`config.mk`:
```
export PLATFORM = sky130hd
export DESIGN_NAME = risc8_iobus_flat
export DESIGN_NICKNAME = d
export VERILOG_FILES = /design/src/rtl/risc8_iobus_pkg.sv /design/src/rtl/risc8_iobus_if.sv /design/src/rtl/risc8_iobus_decode.sv /design/src/rtl/risc8_iobus.sv /design/src/flat_wrapper.sv
export SDC_FILE = /design/constraint.sdc
export NUM_CORES = 1
export LEC_CHECK = 0
export CORE_MARGIN = 2
export CORE_UTILIZATION = 45
export DETAILED_ROUTE_END_ITERATION = 8
export HOLD_SLACK_MARGIN = 0.05
export PLACE_DENSITY_LB_ADDON = 0.08
export SKIP_CTS_REPAIR_TIMING = 1
export SLEW_MARGIN = 15
export SYNTH_ARGS = -nofsm -noshare
export SYNTH_HDL_FRONTEND = slang
export SYNTH_SLANG_ARGS = --single-unit
```
`constraint.sdc`:
```
create_clock -name clk -period 3.62 [get_ports clk]
set_input_delay 0.724 -clock clk [delete_from_list [all_inputs] [get_ports clk]]
set_output_delay 0.724 -clock clk [all_outputs]
set_load 0.05 [all_outputs]
```
`src/rtl/risc8_iobus_pkg.sv`:
```
`default_nettype none
// ============================================================================
//  Module   : risc8_iobus_pkg
//  Purpose  : Shared types and constants for the risc8 IO/data-bus fabric.
//  Revision : 1.0  initial release
// ============================================================================
package risc8_iobus_pkg;

   typedef enum logic [0:0] {
      IDLE = 1'b0,
      WAIT = 1'b1
   } state_e;

   localparam logic [7:0] IO_FILL_UNMAPPED = 8'h00;
   localparam logic [7:0] IO_FILL_TIMEOUT  = 8'hFF;

   localparam int DEF_NSLOTS    = 4;
   localparam int DEF_IO_BITS   = 7;
   localparam int DEF_SLOT_BITS = 4;
   localparam int DEF_TIMEOUT   = 15;

endpackage
`default_nettype wire

```
`src/rtl/risc8_iobus_if.sv`:
```
`default_nettype none
// ============================================================================
//  Module   : risc8_iobus_if
//  Purpose  : Core data port, RAM steering and peripheral slot bus signals.
//  Revision : 1.0  initial release
// ============================================================================
interface risc8_iobus_if
   import risc8_iobus_pkg::*;
#(
   parameter int NSLOTS    = DEF_NSLOTS,
   parameter int SLOT_BITS = DEF_SLOT_BITS
);
   logic [15:0]           cpu_addr;
   logic                  cpu_ren;
   logic                  cpu_wen;
   logic [7:0]            cpu_wdata;
   logic [7:0]            cpu_rdata;
   logic                  cpu_stall;
   logic                  ram_wen;
   logic [7:0]            ram_rdata;
   logic [SLOT_BITS-1:0]  io_addr;
   logic [7:0]            io_wdata;
   logic [NSLOTS-1:0]     io_ren;
   logic [NSLOTS-1:0]     io_wen;
   logic [8*NSLOTS-1:0]   io_rdata;
   logic [NSLOTS-1:0]     io_ready;

   // Fabric side
   modport slave (
      input  cpu_addr, cpu_ren, cpu_wen, cpu_wdata, ram_rdata, io_rdata, io_ready,
      output cpu_rdata, cpu_stall, ram_wen, io_addr, io_wdata, io_ren, io_wen
   );

   // Core, RAM and peripheral side
   modport master (
      output cpu_addr, cpu_ren, cpu_wen, cpu_wdata, ram_rdata, io_rdata, io_ready,
      input  cpu_rdata, cpu_stall, ram_wen, io_addr, io_wdata, io_ren, io_wen
   );
endinterface
`default_nettype wire

```
`src/rtl/risc8_iobus_decode.sv`:
```
`default_nettype none
// ============================================================================
//  Module   : risc8_iobus_decode
//  Purpose  : IO window detect, slot mapping and one-hot slot strobes.
//  Revision : 1.0  initial release
// ============================================================================
module risc8_iobus_decode
   import risc8_iobus_pkg::*;
#(
   parameter int NSLOTS    = DEF_NSLOTS,
   parameter int IO_BITS   = DEF_IO_BITS,
   parameter int SLOT_BITS = DEF_SLOT_BITS
) (
   input  logic [15:SLOT_BITS] addr_i,
   input  logic                ren_i,
   input  logic                wen_i,
   output logic                io_win_o,
   output logic                mapped_o,
   output logic                rd_o,
   output logic                wr_o,
   output logic [NSLOTS-1:0]   ren_oh_o,
   output logic [NSLOTS-1:0]   wen_oh_o
);
   localparam int IDX_W = IO_BITS - SLOT_BITS;

   logic [IDX_W-1:0] slot;

   assign io_win_o = (addr_i[15:IO_BITS] == '0);
   assign slot     = addr_i[IO_BITS-1:SLOT_BITS];
   assign mapped_o = io_win_o && (32'(slot) < NSLOTS);

   // A simultaneous read and write is treated as a write only
   assign wr_o = wen_i;
   assign rd_o = ren_i & ~wen_i;

   for (genvar k = 0; k < NSLOTS; k++) begin : g_slot
      assign ren_oh_o[k] = mapped_o && rd_o && (slot == IDX_W'(k));
      assign wen_oh_o[k] = mapped_o && wr_o && (slot == IDX_W'(k));
   end
endmodule
`default_nettype wire

```
`src/rtl/risc8_iobus.sv`:
```
`default_nettype none
// ============================================================================
//  Module   : risc8_iobus
//  Purpose  : Core data-bus fabric: RAM steering, slot decode, wait states.
//             Define RISC8_IOBUS_TIMEOUT_EN to add the wait timeout/bus_err.
//  Revision : 1.0  initial release
// ============================================================================
module risc8_iobus
   import risc8_iobus_pkg::*;
#(
   parameter int NSLOTS    = DEF_NSLOTS,
   parameter int IO_BITS   = DEF_IO_BITS,
   parameter int SLOT_BITS = DEF_SLOT_BITS,
   parameter int TIMEOUT   = DEF_TIMEOUT
) (
   input  logic          clk,
   input  logic          reset,
   risc8_iobus_if.slave  bus,
   input  logic          err_clr,
   output logic          bus_err
);
   logic                 dec_win, dec_mapped, dec_rd, dec_wr;
   logic [NSLOTS-1:0]    dec_ren_oh, dec_wen_oh;
   state_e               state_q, state_d;
   logic [NSLOTS-1:0]    oh_q, oh_d, act_oh;
   logic                 wr_q, wr_d;
   logic [SLOT_BITS-1:0] addr_q, addr_d;
   logic [7:0]           wdata_q, wdata_d, rdata_q, rdata_d, slot_rdata;
   logic                 resp_ram_q, resp_ram_d;
   logic                 idle, stall, ready_cur;

   risc8_iobus_decode #(
      .NSLOTS    (NSLOTS),
      .IO_BITS   (IO_BITS),
      .SLOT_BITS (SLOT_BITS)
   ) u_decode (
      .addr_i   (bus.cpu_addr[15:SLOT_BITS]),
      .ren_i    (bus.cpu_ren),
      .wen_i    (bus.cpu_wen),
      .io_win_o (dec_win),
      .mapped_o (dec_mapped),
      .rd_o     (dec_rd),
      .wr_o     (dec_wr),
      .ren_oh_o (dec_ren_oh),
      .wen_oh_o (dec_wen_oh)
   );

`ifdef RISC8_IOBUS_TIMEOUT_EN
   localparam int CNT_W = $clog2(TIMEOUT + 1);
   logic [CNT_W-1:0] cnt_q, cnt_d;
   logic             err_q, tmo;
`endif

   assign idle      = (state_q == IDLE);
   assign act_oh    = idle ? (dec_ren_oh | dec_wen_oh) : oh_q;
   assign ready_cur = |(bus.io_ready & act_oh);

   always_comb begin
      slot_rdata = '0;
      for (int k = 0; k < NSLOTS; k++)
         if (act_oh[k]) slot_rdata = slot_rdata | bus.io_rdata[8*k +: 8];
   end

   always_comb begin
      state_d    = state_q;
      oh_d       = oh_q;
      wr_d       = wr_q;
      addr_d     = addr_q;
      wdata_d    = wdata_q;
      // Freeze the RAM word one cycle after a RAM read so cpu_rdata holds
      rdata_d    = resp_ram_q ? bus.ram_rdata : rdata_q;
      resp_ram_d = 1'b0;
      stall      = 1'b0;
`ifdef RISC8_IOBUS_TIMEOUT_EN
      cnt_d      = cnt_q;
      tmo        = 1'b0;
`endif
      case (state_q)
         IDLE: begin
            if (dec_mapped && (dec_rd || dec_wr)) begin
               if (ready_cur) begin
                  if (dec_rd) rdata_d = slot_rdata;
               end else begin
                  state_d = WAIT;
                  stall   = 1'b1;
                  oh_d    = dec_ren_oh | dec_wen_oh;
                  wr_d    = dec_wr;
                  addr_d  = bus.cpu_addr[SLOT_BITS-1:0];
                  wdata_d = bus.cpu_wdata;
`ifdef RISC8_IOBUS_TIMEOUT_EN
                  cnt_d   = '0;
`endif
               end
            end else if (dec_rd) begin
               if (dec_win) rdata_d    = IO_FILL_UNMAPPED;
               else         resp_ram_d = 1'b1;
            end
         end
         WAIT: begin
            if (ready_cur) begin
               state_d = IDLE;
               if (!wr_q) rdata_d = slot_rdata;
            end
`ifdef RISC8_IOBUS_TIMEOUT_EN
            else if (cnt_q == CNT_W'(TIMEOUT - 1)) begin
               state_d = IDLE;
               tmo     = 1'b1;
               if (!wr_q) rdata_d = IO_FILL_TIMEOUT;
            end else begin
               stall = 1'b1;
               cnt_d = cnt_q + 1'b1;
            end
`else
            else stall = 1'b1;
`endif
         end
         default: state_d = IDLE;
      endcase
   end

   always_ff @(posedge clk or negedge reset) begin
      if (!reset) begin
         state_q    <= IDLE;
         oh_q       <= '0;
         wr_q       <= 1'b0;
         addr_q     <= '0;
         wdata_q    <= '0;
         rdata_q    <= '0;
         resp_ram_q <= 1'b0;
      end else begin
         state_q    <= state_d;
         oh_q       <= oh_d;
         wr_q       <= wr_d;
         addr_q     <= addr_d;
         wdata_q    <= wdata_d;
         rdata_q    <= rdata_d;
         resp_ram_q <= resp_ram_d;
      end
   end

`ifdef RISC8_IOBUS_TIMEOUT_EN
   always_ff @(posedge clk or negedge reset) begin
      if (!reset) begin
         cnt_q <= '0;
         err_q <= 1'b0;
      end else begin
         cnt_q <= cnt_d;
         if (tmo)          err_q <= 1'b1;
         else if (err_clr) err_q <= 1'b0;
      end
   end
   assign bus_err = err_q;
`else
   logic unused_cfg;
   assign unused_cfg = err_clr ^ (TIMEOUT == 0);
   assign bus_err    = 1'b0;
`endif

   // Reset gates strobes and stall so an aborted access drops at once
   assign bus.io_ren    = {NSLOTS{reset}} & (idle ? dec_ren_oh : (oh_q & {NSLOTS{~wr_q}}));
   assign bus.io_wen    = {NSLOTS{reset}} & (idle ? dec_wen_oh : (oh_q & {NSLOTS{wr_q}}));
   assign bus.io_addr   = idle ? bus.cpu_addr[SLOT_BITS-1:0] : addr_q;
   assign bus.io_wdata  = idle ? bus.cpu_wdata : wdata_q;
   assign bus.cpu_stall = reset & stall;
   assign bus.ram_wen   = reset & idle & dec_wr & ~dec_win;
   assign bus.cpu_rdata = resp_ram_q ? bus.ram_rdata : rdata_q;
endmodule
`default_nettype wire
```
`src/flat_wrapper.sv`:
```
// flat-port wrapper written by rule: the top's interface ports become plain ports
module risc8_iobus_flat import risc8_iobus_pkg::*;
#(
   parameter int NSLOTS    = DEF_NSLOTS,
   parameter int IO_BITS   = DEF_IO_BITS,
   parameter int SLOT_BITS = DEF_SLOT_BITS,
   parameter int TIMEOUT   = DEF_TIMEOUT
)
  (clk, reset, err_clr, bus_err, bus_cpu_addr, bus_cpu_ren, bus_cpu_wen, bus_cpu_wdata, bus_ram_rdata, bus_io_rdata, bus_io_ready, bus_cpu_rdata, bus_cpu_stall, bus_ram_wen, bus_io_addr, bus_io_wdata, bus_io_ren, bus_io_wen);
  risc8_iobus_if #(.NSLOTS(NSLOTS), .SLOT_BITS(SLOT_BITS)) bus_i ();
  input  logic clk;
  input  logic reset;
  input  logic err_clr;
  output logic bus_err;
  input wire logic [$bits(bus_i.cpu_addr)-1:0] bus_cpu_addr;
  input wire logic [$bits(bus_i.cpu_ren)-1:0] bus_cpu_ren;
  input wire logic [$bits(bus_i.cpu_wen)-1:0] bus_cpu_wen;
  input wire logic [$bits(bus_i.cpu_wdata)-1:0] bus_cpu_wdata;
  input wire logic [$bits(bus_i.ram_rdata)-1:0] bus_ram_rdata;
  input wire logic [$bits(bus_i.io_rdata)-1:0] bus_io_rdata;
  input wire logic [$bits(bus_i.io_ready)-1:0] bus_io_ready;
  output wire logic [$bits(bus_i.cpu_rdata)-1:0] bus_cpu_rdata;
  output wire logic [$bits(bus_i.cpu_stall)-1:0] bus_cpu_stall;
  output wire logic [$bits(bus_i.ram_wen)-1:0] bus_ram_wen;
  output wire logic [$bits(bus_i.io_addr)-1:0] bus_io_addr;
  output wire logic [$bits(bus_i.io_wdata)-1:0] bus_io_wdata;
  output wire logic [$bits(bus_i.io_ren)-1:0] bus_io_ren;
  output wire logic [$bits(bus_i.io_wen)-1:0] bus_io_wen;
  assign bus_i.cpu_addr = bus_cpu_addr;
  assign bus_i.cpu_ren = bus_cpu_ren;
  assign bus_i.cpu_wen = bus_cpu_wen;
  assign bus_i.cpu_wdata = bus_cpu_wdata;
  assign bus_i.ram_rdata = bus_ram_rdata;
  assign bus_i.io_rdata = bus_io_rdata;
  assign bus_i.io_ready = bus_io_ready;
  assign bus_cpu_rdata = bus_i.cpu_rdata;
  assign bus_cpu_stall = bus_i.cpu_stall;
  assign bus_ram_wen = bus_i.ram_wen;
  assign bus_io_addr = bus_i.io_addr;
  assign bus_io_wdata = bus_i.io_wdata;
  assign bus_io_ren = bus_i.io_ren;
  assign bus_io_wen = bus_i.io_wen;
  risc8_iobus #(.NSLOTS(NSLOTS), .IO_BITS(IO_BITS), .SLOT_BITS(SLOT_BITS), .TIMEOUT(TIMEOUT)) u_core (.clk(clk), .reset(reset), .bus(bus_i), .err_clr(err_clr), .bus_err(bus_err));
endmodule
```
==> flow_metrics.py <==
metrics = {
    "status": {
        "status": "complete, no violations",
    },
    "sta": {
        "tightest_slew_ns": 0.5122,
        "finalHoldViolations": 0,
        "maxSlewHeadroom": 0.6574,
        "setup_viol": 0,
        "setup_tns_ns": 0,
        "period_needed_ns": 3.465,
        "maxSlewViolCount": 0,
        "max_freq_ghz": 0.2886,
        "clock_skew_ns": 0.007118,
        "fin_crit_sh": 0.9572,
        "grt_setup_unrepaired": "no",
    },
    "synth": {
        "yosys.area_share.simple": 0.1536,
        "ys_types": 48,
        "syn_inst": 235,
        "synth_largest_area_cell": "dfrtp_1",
        "synth_top_family_by_area": "compound AO/OA/AOI/OAI gates",
        "synth-compound-area-share": 0.2596,
        "ys.flop_type": "dfrtp_1",
        "ys_ff_latch": 27,
        "syn_area_per_cell_um2": 9.600,
        "synth_nets": 308,
        "yosys_warnings": 0,
        "ys_seq_area_frac": 0.2995,
        "synthMuxAreaShare": 0.2235,
        "synth_area_leaders": "dfrtp_1 (30%), mux2_2 (11%), a22oi_1 (6.0%)",
        "synth_edf_count": 0,
        "synthAdderAreaFrac": 0,
        "async_flop_share": 1.000,
        "syn_area_mm2": 0.002256,
        "synth_xor_xnor_area_share": 0,
        "yosysTopAreaCellShare": 0.2995,
    },
    "clock_network": {
        "cts.sinks": 27,
        "cts_tree": "built",
        "cts_made_buffers": 3,
        "cts.root.buffer_cell": "clkbuf_8",
        "cts.clk_slew.worst_paths_ns": 0.10,
        "cts_buffer_depth": 2,
        "htreeDepth": 1,
        "clock_latency_ns": 0.28,
    },
    "worst_setup_path": {
        "slowest_delay_ns": 0.57,
        "crit_fanout": 6,
        "critical-path-top-delay-family": "buffers and inverters",
        "critPathCaptureType": "output port",
        "worstPathRequired_ns": 2.90,
        "worstPathCellList": "clkdlybuf4s50_1 -> mux2_2 -> a22oi_1 -> o32ai_4 -> nor2_2 -> o21a_1 -> and2_1 -> buf_4",
        "critPathArrivalTime_ns": 2.74,
        "cpMaxStageDelayCell": "clkdlybuf4s50_1",
        "path_class": "input port to output port",
        "worst-path-buf-inv": 2,
        "startpoint_type": "input port",
    },
    "placed_design": {
        "place.port_buffers": 101,
        "hpwlAfterDp_um": 5192,
        "dp.cells": 405,
        "gp_congestion": 0.9296,
    },
    "pwr": {
        "power.leakage_nw": 1.395,
        "power.density_mw_per_mm2": 235.5,
        "vdd_drop_max_mv": 0.1428,
    },
    "drt": {
        "via_count": 2346,
        "avgViaCountPerCell": 5.736,
        "dr.pass1.iters": 4,
        "drt_iter0_markers": 99,
        "routed_wl_um": 6843,
        "wl_per_cell_um": 16.73,
        "final_antenna_net_count": 0,
        "drc": 0,
    },
    "floorplan": {
        "start_util": 0.4714,
        "core_region_area_mm2": 0.004786,
        "fp.dieArea_mm2": 0.005596,
        "io-pin-count": 104,
        "die_h_um": 74.81,
        "die_w_um": 74.81,
        "rows": 25,
    },
    "finish": {
        "fillerInstances": 380,
        "syn_to_final_growth_pct": 56.18,
        "antenna_cells": 0,
        "finalNonFillerCells": 409,
        "fin_nets": 416,
        "layout_common_cells": "clkdlybuf4s50_1 (91), dfrtp_1 (27), mux2_2 (23), buf_4 (20), a22oi_1 (18)",
        "final_common_cell": "clkdlybuf4s50_1",
        "layout-drive-gt1-share": 0.2193,
    },
    "run": {
        "maxCapViolations": 0,
    },
    "global_route": {
        "grt_max_degree": 38,
        "grt_pass1_vias": 2279,
        "grt-ovfl-total": 0,
        "track_usage": 0.2480,
        "grt_antenna_before_repair": 0,
        "grt_pass1_wl_um": 10600,
    },
    "hold_path": {
        "holdCritPathClass": "register to register",
    },
}
==> per-stage QoR <==
stage / utilization / worst slack (ns) / total power [mW] / instance area [um2] / hold slack, ns
floorplan: - / 0.2260 / 0.5118 / 2256 / 0.4284
global placement: 0.7268 / 0.1750 / 0.6524 / 3478 / 0.4835
detailed placement: 0.7268 / 0.1790 / 0.6563 / 3478 / 0.4890
CTS: 0.7362 / 0.1646 / 0.8354 / 3523 / 0.5166
global route: 0.7362 / 0.04089 / 0.8678 / 3523 / 0.5317
finish: 0.7362 / 0.1549 / 0.8296 / 3523 / 0.5112
==> worst reg2reg max path, stage by stage (launching register included) <==
cell and delay [ns]:
dfrtp_1 0.41, or2_1 0.24, or3b_4 0.42, o32ai_4 0.30, buf_4 0.18, o32a_1 0.22
a21boi_1 0.42, o221ai_1 0.19
==> cells by family (layout without fill, tap and decap cells) <==
| family | Yosys count | in the layout |
|---|---|---|
| AO/OA/AOI/OAI | 76 | 76 |
| buffers and inverters | 27 | 134 |
| flip-flops | 27 | 27 |
| multiplexers | 43 | 43 |
| other | 1 | 1 |
| AND/OR/NAND/NOR | 61 | 61 |
==> cell usage after synthesis (2+ instances only) <==
| cell | count |
|---|---|
| mux2_2 | 23 |
| a22o_1 | 11 |
| a32oi_1 | 4 |
| buf_6 | 3 |
| mux2_4 | 9 |
| nor2b_1 | 7 |
| a21oi_1 | 3 |
| a211oi_1 | 8 |
| and2_1 | 6 |
| dfrtp_1 | 27 |
| nor3b_1 | 3 |
| or2_2 | 6 |
| nor3_1 | 9 |
| o21a_1 | 2 |
| nand3_1 | 2 |
| mux2i_1 | 11 |
| and3_1 | 2 |
| a22oi_1 | 18 |
| buf_1 | 2 |
| nand2_1 | 4 |
| nor4_1 | 3 |
| o21ai_0 | 14 |
| o221ai_1 | 5 |
| clkbuf_1 | 9 |
| nor2_1 | 11 |
| o32a_1 | 2 |
| inv_1 | 10 |
==> routing by layer <==
metal,up-vias,track usage,routed length [um]
met5,-,0,0
met4,0,0.06548,41
met3,4,0.04552,506
met2,105,0.4287,3428
met1,1117,0.3197,2867
li1,1120,-,-
==> report_power, final <==
part           switching (mW)  leakage (nW)  total [mW]  internal (mW)
clock                  0.0999        0.0228       0.179         0.0791
sequential            0.00852         0.352       0.329          0.320
combinational           0.166          1.02       0.322          0.156
==> state kept, by name, indices dropped and copies added, names as in the netlist <==
signal             count
u_core.state_q         1
u_core.resp_ram_q      1
u_core.wr_q            1
u_core.rdata_q         8
u_core.wdata_q         8
u_core.addr_q          4
u_core.oh_q            4
==> worst paths after layout <==
path	from	end	slack, ns	cells after the start
worst max-delay path	bus_cpu_addr[5]	bus_cpu_stall	0.15	8
worst min-delay path	u_core.wdata_q[1]$_DFFE_PN0P_	u_core.wdata_q[1]$_DFFE_PN0P_	0.51	1
worst max register to register	u_core.state_q$_DFF_PN0_	u_core.rdata_q[4]$_DFF_PN0_	1.11	7
worst min register to register	u_core.wdata_q[1]$_DFFE_PN0P_	u_core.wdata_q[1]$_DFFE_PN0P_	0.51	1
max in group asynchronous	reset	u_core.rdata_q[1]$_DFF_PN0_	2.31	2
min in group asynchronous	reset	u_core.oh_q[2]$_DFFE_PN0P_	0.76	1
==> area by class of cell <==
cell class	count	area, um2	share of cell area
Tap cell	67	83.83	0.02379
Clock buffer	4	45.04	0.01278
Timing Repair Buffer	120	1241	0.3523
Multi-Input combinational cell	181	1440	0.4087
Inverter	10	37.54	0.01065
Sequential cell	27	675.6	0.1918
No activity file was read; power rests on OpenSTA's default activity.
==> RTL edit 1: new RTL, same settings <==
Set the package constant `DEF_SLOT_BITS` to 6 (it was 4).
--- a/src/rtl/risc8_iobus_pkg.sv
+++ b/src/rtl/risc8_iobus_pkg.sv
@@ -17,5 +17,5 @@
    localparam int DEF_NSLOTS    = 4;
    localparam int DEF_IO_BITS   = 7;
-   localparam int DEF_SLOT_BITS = 4;
+   localparam int DEF_SLOT_BITS = 6;
    localparam int DEF_TIMEOUT   = 15;
 
Ports: changed (resized bus_io_addr); port bits go from 104 to 106. The function was not compared with the original's and may differ.
==> RTL edit 1 against the original RTL <==
- cell area down 17%
- routed wire length fell by 29%
- utilization up 5.6 points
- final cell count is 27% lower
- sequential cell count unchanged
- highest routed layer unchanged
- synthesized area down 23%
- power is 1.1% higher
- register-to-register slack worse by 0.06 ns
- setup slack improved by 0.14 ns
- critical endpoint is now bus_io_wen[3]
- worst hold slack improved by 0.0041 ns
==> RTL edit 1: results (changes against the original RTL) <==
- CTS root buf: clkbuf_8
- Worst-path clk slew: 0.09 ns
- Post-synthesis cell type count: 36 (-25%)
- DR vias/cell: 5.32 (-7.2%)
- Inserted Diodes: 0 (unchanged)
- CTS buffer count: 3 (unchanged)
- R2R Path End: u_core.wr_q
- Area contributors post-synth: dfrtp_1 39%, mux2_2 19%, mux2_4 8.7%
- CP max stage delay: 0.45 ns (-0.12 ns)
- Layout cell share with drive strength beyond 1: 27.5% (+5.6 points)
- Initial antenna violation count: 0 (unchanged)
- First-pass GRT wire length: 7.65 mm (-28%)
- Setup Skew: 0.00313 ns (-0.00398 ns)
- R2R setup slack: 1.05 ns (-0.06 ns)
- DR iter-0 viols: 63 (-36%)
- Largest net degree at the start of global routing: 29 (-24%)
- Cells on worst reg2reg path: 7 (unchanged)
- Comb group: 0.000328 W (+2%)
- Slew @ Worst Pin: 0.928 ns (+0.416 ns)
- First-pass DRT Iterations: 6 (+2)
- H-tree lvl count: 1 (unchanged)
- Worst-skew pair later-pin latency: 0.27 ns
- YS warnings: 0 (unchanged)
- Reg power frac: 40.5% (+0.9 points)
- Cell-internal power: 0.000565 W (+1.7%)
- DP HPWL: 3.89 mm (-25%)
- Vias in the first global route: 1561 (-32%)
- Clock buffer depth: 2 (unchanged)
- LEAKAGE: 1.22 nW (-12%)
- Worst hold start: u_core.wdata_q[6]
- Synth top cells by count: 29 x mux2_2, 27 x dfrtp_1, 18 x o21ai_0
- Port bufs: 103 (+2.0%)
- Worst slack, placed: 0.301 ns (+0.122 ns)
- Max cap viols: 0 (unchanged)
- Synth Flop Type: dfrtp_1
- Sequential share of the synthesized area: 39.1% (+9.2 points)
- GPL Wtd Cong: 0.715 (-23%)
- Slowest CP cell: clkdlybuf4s50_1
- Hold depth: 1 (unchanged)
- Worst min path class: reg -> reg
- Top Registers: u_core.rdata_q x8, u_core.wdata_q x8, u_core.addr_q x6
- FFs w/ async S/R, synth: 100% (unchanged)
- Hold slack: 0.515 ns (+0.00412 ns)
- CP top delay family: simple AND/OR/NAND/NOR gates
- Status: finished, final reports clean
- DR WL/cell: 16.2 um (-3.3%)
- Final net count: 325 (-22%)
- Hold Path Sink: u_core.wdata_q[6]
- R2r startpoint: u_core.state_q
- Total GRT Usage: 22.7% (-2.1 points)
- Max IR drop VDD: 0.221 mV (+54%)
- Mapped Nets: 222 (-28%)
- Critical path fanouts, max: 4 (-2)
RTL edit 1: worst max-delay path by stage:
stage	slack, ns	endpoint	start	depth (start not counted)
3_3_place_gp	0.31	bus_io_wen[3]	bus_cpu_addr[8]	7
3_5_place_dp	0.30	bus_io_wen[3]	bus_cpu_addr[8]	7
6_report	0.30	bus_io_wen[3]	bus_cpu_addr[8]	7
5_1_grt	0.17	bus_io_wen[3]	bus_cpu_addr[8]	7
4_1_cts	0.29	bus_io_wen[3]	bus_cpu_addr[8]	7
2_1_floorplan	0.20	bus_io_wen[2]	bus_cpu_addr[8]	6
RTL edit 1: layer usage:
layer / wire (um) / track usage (%) / up-vias
li1: - / - / 751
met1: 1910 / 27.7 / 775
met2: 2540 / 42.0 / 64
met3: 369 / 3.58 / 2
met4: 14 / 4.59 / 0
met5: 0 / 0 / -
RTL edit 1: cells by family (layout without fill, tap and decap cells):
group,count (synthesis),after routing,share of synthesized area [%]
mux,40,40,28.2
compound gates,38,38,15.4
simple gates,30,30,11.4
flops,27,27,39.1
buf+inv,13,115,5.79
other cells,1,1,0.217
RTL edit 1: through the flow:
stage / util, % / total power (W) / cells / area (um2)
detailed placement: 78.0 / 0.000673 / 295 / 2880
CTS: 79.2 / 0.000845 / 299 / 2920
floorplan: - / 0.000527 / 149 / 1730
finish: 79.2 / 0.000838 / 299 / 2920
global placement: 78.0 / 0.000664 / 295 / 2880
global route: 79.2 / 0.000875 / 299 / 2920
RTL edit 1: layout make-up:
class | instances | area, um2
fill | 256 | 767
tap | 48 | 60.1
timing repair buffer | 110 | 1180
clock buffer | 3 | 41.3
clock inverter | 1 | 5.00
multi-input combinational | 109 | 952
inverter | 1 | 3.75
sequential | 27 | 676
==> RTL edit 2: new RTL, same flow settings <==
Without the edit above. `oh_q`, `addr_q`, `wdata_q` and `rdata_q` no longer have a reset.
--- a/src/rtl/risc8_iobus.sv
+++ b/src/rtl/risc8_iobus.sv
@@ -122,19 +122,18 @@
       if (!reset) begin
          state_q    <= IDLE;
-         oh_q       <= '0;
          wr_q       <= 1'b0;
-         addr_q     <= '0;
-         wdata_q    <= '0;
-         rdata_q    <= '0;
          resp_ram_q <= 1'b0;
       end else begin
          state_q    <= state_d;
-         oh_q       <= oh_d;
          wr_q       <= wr_d;
-         addr_q     <= addr_d;
-         wdata_q    <= wdata_d;
-         rdata_q    <= rdata_d;
          resp_ram_q <= resp_ram_d;
       end
+   end
+
+   always_ff @(posedge clk) begin
+      oh_q    <= oh_d;
+      addr_q  <= addr_d;
+      wdata_q <= wdata_d;
+      rdata_q <= rdata_d;
    end
 
Formal check against the unedited RTL: not equivalent (a bounded check fails within 4 cycles, from zero or initial values and one cycle with reset low).
==> RTL edit 2 against the original RTL <==
- final cell count decreased by 13%
- clock power decreased by 3%
- combinational power grew 4%
- sequential power is 7.3% higher
- critical path type unchanged
- sequential cell count unchanged
- count of clock-buffer cells in the layout fell by 1
- power is 3.7% higher
- setup slack lost 0.046 ns
- routed wire length is 14% lower
- critical endpoint is now bus_io_wen[2]
- cell area decreased by 9.9%
- non-clock buffer count decreased by 1
- synthesized area decreased by 18%
- highest routed layer unchanged
==> RTL edit 2: results (changes against the original RTL) <==
- FFs w/ async S/R, synth: 11.1% (-89 points)
- Status: finished, final reports clean
- DR WL/cell: 16.5 um (-1.4%)
- Met3 wire len: 442 um (-13%)
- Met1 WL: 2.29 mm (-20%)
- DR iter-0 viols: 106 (+7.1%)
- Critical path fanouts, max: 5 (-1)
- First-pass GRT wire length: 8.90 mm (-16%)
- DP HPWL: 4.63 mm (-11%)
- Relative slew slack: 49.9% (-16 points)
- Post-synthesis mux area share: 14.5% (-7.9 points)
- Setup Skew: 0.00301 ns (-0.00411 ns)
- R2R setup slack: 1.22 ns (+0.11 ns)
- Sequential share of the synthesized area: 38.5% (+8.5 points)
- Total GRT Usage: 25.4% (+0.64 points)
- Met2 WL: 3.03 mm (-12%)
- Worst slack, placed: 0.0621 ns (-0.117 ns)
- Hold Path Sink: u_core.rdata_q[2]
- Worst hold start: u_core.rdata_q[2]
- Vias in the first global route: 1941 (-15%)
- Placed cell areas: 0.00311 mm2 (-11%)
- Layout cell share with drive strength beyond 1: 20.5% (-1.4 points)
- Synth top cells by count: 20 x mux2_2, 16 x edfxtp_1, 16 x nand2_1
- Mapped Nets: 269 (-13%)
- Final net count: 381 (-8.4%)
- Post-synthesis cell type count: 44 (-8.3%)
## RTL edit 2: cell count changes after synthesis, sizes merged, moves of 8 or more
| cell | unedited run | this run |
|---|---|---|
| dfrtp | 27 | 3 |
| edfxtp | 0 | 16 |
| nand2 | 4 | 16 |
| mux2i | 11 | 1 |
| mux2 | 32 | 23 |
| a211oi | 8 | 0 |
| dfxtp | 0 | 8 |
| nand3 | 2 | 10 |
| or3 | 0 | 8 |
## RTL edit 2: worst max path at each step
stage	from	endpoint	slack, ns	cells past startpoint
2_1_floorplan	bus_cpu_addr[13]	bus_io_ren[0]	0.03	6
3_3_place_gp	bus_cpu_addr[13]	bus_io_ren[0]	0.08	7
3_5_place_dp	bus_cpu_addr[13]	bus_io_ren[0]	0.06	7
4_1_cts	bus_cpu_addr[13]	bus_io_ren[0]	0.07	7
5_1_grt	bus_cpu_addr[13]	bus_io_ren[0]	0.03	7
6_report	bus_cpu_addr[13]	bus_io_wen[2]	0.11	7
## RTL edit 2: through the flow
stage	instances	utilization (%)	hold WS, ns
2_1_floorplan	196	-	0.428
3_5_place_dp	353	77.6	0.590
3_3_place_gp	353	77.6	0.569
6_report	357	79.3	0.611
5_1_grt	357	79.3	0.623
4_1_cts	357	78.8	0.612
## RTL edit 2: final cells by class
type                            count  area [um2]
Timing Repair Buffer              119        1230
Tap cell                           50        62.6
Fill cell                         292         827
Inverter                            5        18.8
Multi-Input combinational cell    152        1090
Sequential cell                    27         716
Clock buffer                        3        41.3
Clock inverter                      1        6.26
## RTL edit 2: layer usage
| layer | global-route usage [%] | up-vias |
|---|---|---|
| li1 | - | 981 |
| met1 | 30.9 | 949 |
| met2 | 44.8 | 111 |
| met3 | 4.44 | 14 |
| met4 | 9.25 | 0 |
| met5 | 0 | - |
## RTL edit 2: kinds of logic after synthesis
| group | Yosys count |
|---|---|
| compound gates | 55 |
| other cells | 1 |
| simple gates | 72 |
| flops | 27 |
| buf+inv | 17 |
| mux | 24 |
## RTL edit 2: power by group
group          total, W  switching, W  internal [W]
clock          0.000174     0.0000953     0.0000788
combinational  0.000334      0.000171      0.000163
sequential     0.000353    0.00000980      0.000343
## RTL edit 2: worst max-delay path, cell delays in order
cell and delay [ns]:
clkdlybuf4s50_1 0.41, nor4_2 0.32, nand3_1 0.20, or4b_4 0.57
o21ai_1 0.21, and2_1 0.20, buf_12 0.14
